<file path="config.mk">
export PLATFORM = sky130hd
export DESIGN_NAME = iref_pwr_seq
export DESIGN_NICKNAME = d
export VERILOG_FILES = /design/src/rtl/iref_pwr_seq.sv
export SDC_FILE = /design/constraint.sdc
export NUM_CORES = 1
export LEC_CHECK = 0
export ABC_AREA = 1
export ABC_CLOCK_PERIOD_IN_PS = 1400
export BUFFER_PORTS_ARGS = -buffer_cell sky130_fd_sc_hd__clkbuf_2
export CAP_MARGIN = 20
export CELL_PAD_IN_SITES_DETAIL_PLACEMENT = 1
export CELL_PAD_IN_SITES_GLOBAL_PLACEMENT = 1
export CORE_MARGIN = 5
export CORE_UTILIZATION = 36
export CTS_CLUSTER_DIAMETER = 200
export CTS_CLUSTER_SIZE = 20
export DETAILED_ROUTE_END_ITERATION = 8
export PLACE_DENSITY = 0.76
export SYNTH_ARGS = -nofsm -noshare
export SYNTH_HDL_FRONTEND = slang
export SYNTH_SLANG_ARGS = --single-unit
</file>
<file path="constraint.sdc">
create_clock -name CLK -period 1.4 [get_ports CLK]
set_input_delay 0.14 -clock CLK [delete_from_list [all_inputs] [get_ports CLK]]
set_output_delay 0.14 -clock CLK [all_outputs]
set_load 0.05 [all_outputs]
</file>
<file path="src/rtl/iref_pwr_seq.sv">
// Power-up sequencer for the current-reference block: powers it, holds calibration
// for CAL_CYCLES, then waits up to TIMEOUT cycles for ready and reports DONE or an error code.
module iref_pwr_seq #(
  parameter int unsigned CAL_CYCLES = 8,
  parameter int unsigned TIMEOUT    = 40
) (
  input  logic       CLK,
  input  logic       RST_N,
  input  logic       START,
  input  logic       STOP,
  input  logic       RDY_IREF,
  output logic       PU_IREF,
  output logic       CAL_IREF,
  output logic       BUSY,
  output logic       DONE,
  output logic [1:0] ERR,
  output logic [2:0] STATE
);

  typedef enum logic [2:0] {
    S_IDLE   = 3'd0,
    S_PWRUP  = 3'd1,
    S_SETTLE = 3'd2,
    S_READY  = 3'd3,
    S_FAULT  = 3'd4
  } state_t;

  typedef enum logic [1:0] {
    ERR_NONE    = 2'b00,
    ERR_TIMEOUT = 2'b01,
    ERR_LOST    = 2'b10
  } err_t;

  typedef struct packed {
    logic pu;
    logic cal;
    logic busy;
    logic done;
    err_t err;
  } ctrl_t;

  // Terminal counts: the counter starts at 0 on entry, so the last cycle sees N-1.
  localparam logic [7:0] CAL_LAST = 8'(CAL_CYCLES - 1);
  localparam logic [7:0] TO_LAST  = 8'(TIMEOUT - 1);

  state_t     state;
  logic [7:0] cnt;
  ctrl_t      ctrl;

  function automatic ctrl_t decode(input state_t s, input err_t e);
    ctrl_t d;
    d = '0;
    case (s)
      S_PWRUP:  begin d.pu = 1'b1; d.cal = 1'b1; d.busy = 1'b1; end
      S_SETTLE: begin d.pu = 1'b1; d.busy = 1'b1; end
      S_READY:  begin d.pu = 1'b1; d.done = 1'b1; end
      S_FAULT:  d.err = e;
      default:  ;
    endcase
    return d;
  endfunction

  function automatic logic [7:0] sat_inc(input logic [7:0] c);
    return (c == 8'hFF) ? c : c + 8'd1;
  endfunction

  // NOTE: state, counter and outputs are all updated with non-blocking assignments so
  // every branch reads the pre-edge values; outputs are decoded from the next state here,
  // which keeps them registered yet aligned with STATE.
  always_ff @(posedge CLK or negedge RST_N) begin
    if (!RST_N) begin
      state <= S_IDLE;
      cnt   <= '0;
      ctrl  <= '0;
    end else if (STOP) begin
      state <= S_IDLE;
      cnt   <= '0;
      ctrl  <= decode(S_IDLE, ERR_NONE);
    end else begin
      case (state)
        S_IDLE: begin
          if (START) begin
            state <= S_PWRUP;
            cnt   <= '0;
            ctrl  <= decode(S_PWRUP, ERR_NONE);
          end
        end
        S_PWRUP: begin
          if (cnt == CAL_LAST) begin
            state <= S_SETTLE;
            cnt   <= '0;
            ctrl  <= decode(S_SETTLE, ERR_NONE);
          end else begin
            cnt <= sat_inc(cnt);
          end
        end
        S_SETTLE: begin
          // Ready on the final allowed cycle still wins over the timeout.
          if (RDY_IREF) begin
            state <= S_READY;
            cnt   <= '0;
            ctrl  <= decode(S_READY, ERR_NONE);
          end else if (cnt == TO_LAST) begin
            state <= S_FAULT;
            cnt   <= '0;
            ctrl  <= decode(S_FAULT, ERR_TIMEOUT);
          end else begin
            cnt <= sat_inc(cnt);
          end
        end
        S_READY: begin
          if (!RDY_IREF) begin
            state <= S_FAULT;
            cnt   <= '0;
            ctrl  <= decode(S_FAULT, ERR_LOST);
          end
        end
        S_FAULT: begin
          if (START) begin
            state <= S_PWRUP;
            cnt   <= '0;
            ctrl  <= decode(S_PWRUP, ERR_NONE);
          end
        end
        default: begin
          state <= S_IDLE;
          cnt   <= '0;
          ctrl  <= decode(S_IDLE, ERR_NONE);
        end
      endcase
    end
  end

  assign PU_IREF  = ctrl.pu;
  assign CAL_IREF = ctrl.cal;
  assign BUSY     = ctrl.busy;
  assign DONE     = ctrl.done;
  assign ERR      = ctrl.err;
  assign STATE    = state;

endmodule

</file>
Word-level counts from Yosys, hierarchy flattened
Index checks and enable logic that the tools add are counted.
{ "word_totals": {"regBits": 17, "out_inout_bits": 9, "inputBits": 5, "elab_cells": 45} }
{ "classes": {"reduce_logical": 4, "eq_ne": 11, "add_sub_neg": 1, "mux": 22} }
{ "op_table": {"columns": ["operator", "n"], "rows": [
  ["2-to-1 mux 8 bit", 7],
  ["2-to-1 mux 6 bit", 6],
  ["case mux 8 bit (4 select lines)", 1],
  ["case mux 6 bit (4 select lines)", 1],
  ["2-to-1 mux 3 bit", 6],
  ["case mux 3 bit (4 select lines)", 1],
  ["adder 8 x 1 -> 8 bit, second input constant", 1],
  ["equality test 8 x 3 -> 1 bit, second input constant", 1],
  ["equality test 8 x 6 -> 1 bit, second input constant", 1],
  ["equality test 8 bit, second input constant", 1],
  ["equality test 3 x 2 -> 1 bit, second input constant", 2],
  ["!= test 3 bit, second input constant", 2],
  ["!= test 4 bit, second input constant", 1],
  ["AND reduction 4 bit", 1],
  ["equality test 3 x 1 -> 1 bit, second input constant", 1],
  ["equality test 3 bit, second input constant", 1],
  ["logical NOT 3 bit", 1],
  ["!= test 3 x 1 -> 1 bit, second input constant", 1],
  ["AND reduction 2 bit", 1],
  ["OR reduction 2 bit", 1]
]} }

Longest topological paths before layout
{ "logic_depth": {"depth_word": 6, "depth_mapped": 10, "ltp_nobuf": 10} }

Worst setup path after synthesis
Ideal clock, no wire load.
{ "synth_path": {"kind": "reg-to-reg", "from": "register state[2], in the netlist STATE[2]", "to": "register state[1], in the netlist STATE[1]", "setup_time_ns": 0.120, "period_less_slack_ns": 1.590, "t_arrival_ns": 1.470, "required_time_ns": 1.280, "path_buffers": 0, "path_slack_ns": -0.190, "path_stages_with_launch": 10, "path_cell_list": "dfrtp_1 -> inv_1 -> nand3_1 -> inv_1 -> o21ai_1 -> nand2_2 -> nand2_4 -> nand2_4 -> nand2_1 -> nand2_1"} }
{ "synth_between": {"elab_chain_cells": 4, "word_cells_on_any_way": 13, "cone_classes": "eq/ne: 8; mux: 2; reduce/logical: 3"} }
{ "synth_rtl": {"columns": ["item", "line", "source"], "rows": [
  ["start, declared", "46", "state_t state;"],
  ["start signal, assigned", "72", "state <= S_IDLE;"],
  ["start signal, assigned", "76", "state <= S_IDLE;"],
  ["start signal, assigned", "83", "state <= S_PWRUP;"],
  ["equality test 3 bit or logical NOT 3 bit (tied branches)", "80", "case (state)"],
  ["OR reduction 2 bit (no line)", null, null],
  ["!= test 3 x 1 -> 1 bit (no line) or case mux 3 bit (4 select lines) (tied branches)", null, null],
  ["AND reduction 4 bit (no line) or 2-to-1 mux 3 bit (tied branches)", null, null]
]} }
Several ways; a longest one is shown, not always the timed one.
A chain may end at the register's enable or synchronous reset.

Worst setup path in the final report
{ "layout_path": {"from": "register cnt[1]", "to": "register cnt[5]"} }
{ "layout_between": {"elab_chain_cells": 6, "word_cells_on_any_way": 10, "cone_classes": "add/sub: 1; eq/ne: 3; mux: 6"} }
{ "layout_rtl": {"columns": ["item", "line", "source"], "rows": [
  ["start, declared", "47", "logic [7:0] cnt;"],
  ["start signal, assigned", "94", "cnt <= sat_inc(cnt);"],
  ["start signal, assigned", "108", "cnt <= sat_inc(cnt);"],
  ["adder 8 x 1 -> 8 bit or equality test 8 bit (tied branches)", "64", "return (c == 8'hFF) ? c : c + 8'd1;"],
  ["2-to-1 mux 8 bit", "64", null],
  ["2-to-1 mux 8 bit", "103", "end else if (cnt == TO_LAST) begin"],
  ["2-to-1 mux 8 bit", "99", "if (RDY_IREF) begin"],
  ["case mux 8 bit (4 select lines) *", "80", null],
  ["2-to-1 mux 8 bit *", "75", "end else if (STOP) begin"]
]} }
Every way passes the cells marked *; elsewhere a longest branch is shown, timed or not.

==> impl_metrics.tcl <==
set metrics [dict create \
    status "finished, violations left" \
    violations "setup timing" \
    end_kind "flip-flop" \
    total_power_w 0.00257 \
    crit_arrival_ps 1750 \
    fin_crit_sh 1.11 \
    firstDrtPassIters 4 \
    fmax_mhz 641 \
    synth_ff_type "dfrtp_1" \
    rsz0062_at_grt "true" \
    crit_slowest_cell "dfrtp_1" \
    vias 1172 \
    ys_types 23 \
    crit_chain "ha_4 -> buf_4 -> nand3_2 -> o21ai_1 -> nand2_2 -> a21oi_2 -> buf_6 -> nor2_1" \
    cts_made_buffers 3 \
    die_width_um 65.2 \
    grt_usage 0.168 \
    clock_latency_ps 290 \
    drv_cap 0 \
    gp_congestion 0.823 \
    finalSetupViolCount 15 \
    synthTopCellsByArea "dfrtp_1, nand2_1, nand3_1" \
    layout-drive-gt1-share 0.396 \
    clock-root-buffer "clkbuf_4" \
    final_common_cell "nand2_1" \
    die_h_um 65.2 \
    leakage_nw 0.826 \
    die_area_sq_um 4260 \
    antenna_left 0 \
    ys_async_sr_fraction 1.00 \
    wl_um 3440 \
    cts.sinks 17 \
    min-delay-path-class "primary input to flip-flop" \
    worst_ir_drop_vdd_mv 0.499 \
    synthesis.nets 167 \
    antenna_found_initial 0 \
    fp-row-count 20 \
    synth.yosys.warnings 0 \
    syn_to_final_growth_pct 39.2 \
    finalMaxSlewViolations 0 \
    core_sq_um 2980 \
    synth-seq-cells 17 \
    synth.avg_cell_area_sq_um 6.82 \
    tns_ps -1870 \
    io_buffers 13 \
    grt_pass1_vias 1227 \
    cts_tree "built" \
    synth_top_area_cell "dfrtp_1" \
    start_util 0.369 \
    setup_ws_ps -160 \
    syn_inst 161 \
    slew_headroom 0.714 \
    layout_common_cells "nand2_1, inv_1, nor2_1, buf_4, dfrtp_1" \
    ys_seq_area_frac 0.387 \
    startpoint_type "flip-flop" \
    grt_max_degree 18 \
    dp_slack_ps -171 \
    fin_nets 204 \
    grt_overflow_total 0 \
    p_per_area_nw_per_um2 1680 \
    crit_path_max_incr_delay_ps 410 \
    syn-cell-area_sq_um 1100 \
    final.min_clock_period_ps 1560 \
    crit_required_ps 1590 \
    n_antenna_cell 0 \
    tightest_slew_ps 429 \
    final_util 0.513 \
    cp_max_fo 5 \
    cts.clk_slew.worst_paths_ps 110 \
    hpwl_um 2420 \
    route.detailed.drc 0 \
    cts.path.max_buffers 2 \
    wl_per_cell_um 14.9 \
    boundaryPins 14 \
    htreeDepth 1 \
    synth_top_cell_area_share 0.387 \
    finClkSkew_ps 5.32 \
    final-hold-violation-count 0 \
    grt_first_pass_wirelength_um 5580 \
    synth_edf_count 0 \
    drt_iter0_drc 14 \
    viasPerCell 5.10 \
    worstSetupPathType "flip-flop to flip-flop" \
]
registers in the layout, summed over array words and instances, names as in the netlist:
| signal | cells |
|---|---|
| CAL_IREF | 1 |
| cnt | 8 |
| ERR | 2 |
| BUSY | 1 |
| STATE | 3 |
| PU_IREF | 1 |
| DONE | 1 |
what timing repair did:
item,4_1_cts,5_1_grt
hold buffers,1,0
pin swaps,3,10
setup buffers,3,2
resized for setup,6,27
endpoints found under the hold margin,17,0
setup endpoints to repair,15,17
gates cloned,0,1
final cells by class:
class / count / area [sq um]
clock buffer: 4 / 26.3
fill: 386 / 1450
inverter: 23 / 86.3
multi-input combinational: 120 / 696
sequential: 17 / 429
tap: 33 / 41.3
timing repair buffer: 33 / 250
stage by stage:
stage          hold WS, ps  area [sq um]  instances
6_report               197          1530        230
5_1_grt                193          1530        230
4_1_cts                170          1400        227
3_5_place_dp           100          1320        219
3_3_place_gp          97.6          1320        219
2_1_floorplan         -156          1100        161
per-layer routing:
layer	routed length, um	global-route usage	up-vias
met5	0	0	-
met4	112	0.0389	0
met3	103	0.0274	10
met2	1900	0.339	20
met1	1320	0.177	569
li1	-	-	573
worst max-delay path, delay by kind of cell (launching register included):
kind	cells	cell delay (ps)
adders and majority gates	1	180
AOI/OAI and AO/OA	2	370
buffers and inverters	2	250
DFF	1	410
and+or+nand+nor	3	230
Yosys cell counts (all sizes together), types with 2 or more instances:
cell type	instances
nand2	57
inv	23
nor2	23
dfrtp	17
nand3	17
o21ai	8
a21oi	4
nor3	4
buf	2
nand4	2
path summary, 6_finish.rpt:
kind | from | endpoint | slack, ps | cells past startpoint
worst max-delay path | cnt[1]$_DFFE_PN0P_ | cnt[5]$_DFFE_PN0P_ | -160 | 8
worst min-delay path | RDY_IREF | ERR[0]$_DFFE_PN0P_ | 200 | 4
worst max register to register | cnt[1]$_DFFE_PN0P_ | cnt[5]$_DFFE_PN0P_ | -160 | 8
worst min register to register | PU_IREF$_DFFE_PN0P_ | PU_IREF$_DFFE_PN0P_ | 490 | 2
max in group asynchronous | RST_N | STATE[2]$_DFFE_PN0P_ | 770 | 2
min in group asynchronous | RST_N | DONE$_DFFE_PN0P_ | 310 | 2
logic make-up (layout without fill, tap and decap cells):
group	Yosys count	count (layout)	share of synthesized area
and+or+nand+nor	104	105	0.432
adders and majority gates	1	1	0.0114
AOI/OAI and AO/OA	14	14	0.0740
buffers and inverters	25	60	0.0957
DFF	17	17	0.387
report_power, final:
group	total [W]	switching, W	internal [W]
Clock	0.000274	0.000164	0.000111
Sequential	0.000736	0.000126	0.000610
Combinational	0.00156	0.00101	0.000550
Total	0.00257	0.00130	0.00127
Note: power is estimated with default switching activity, not from simulation.
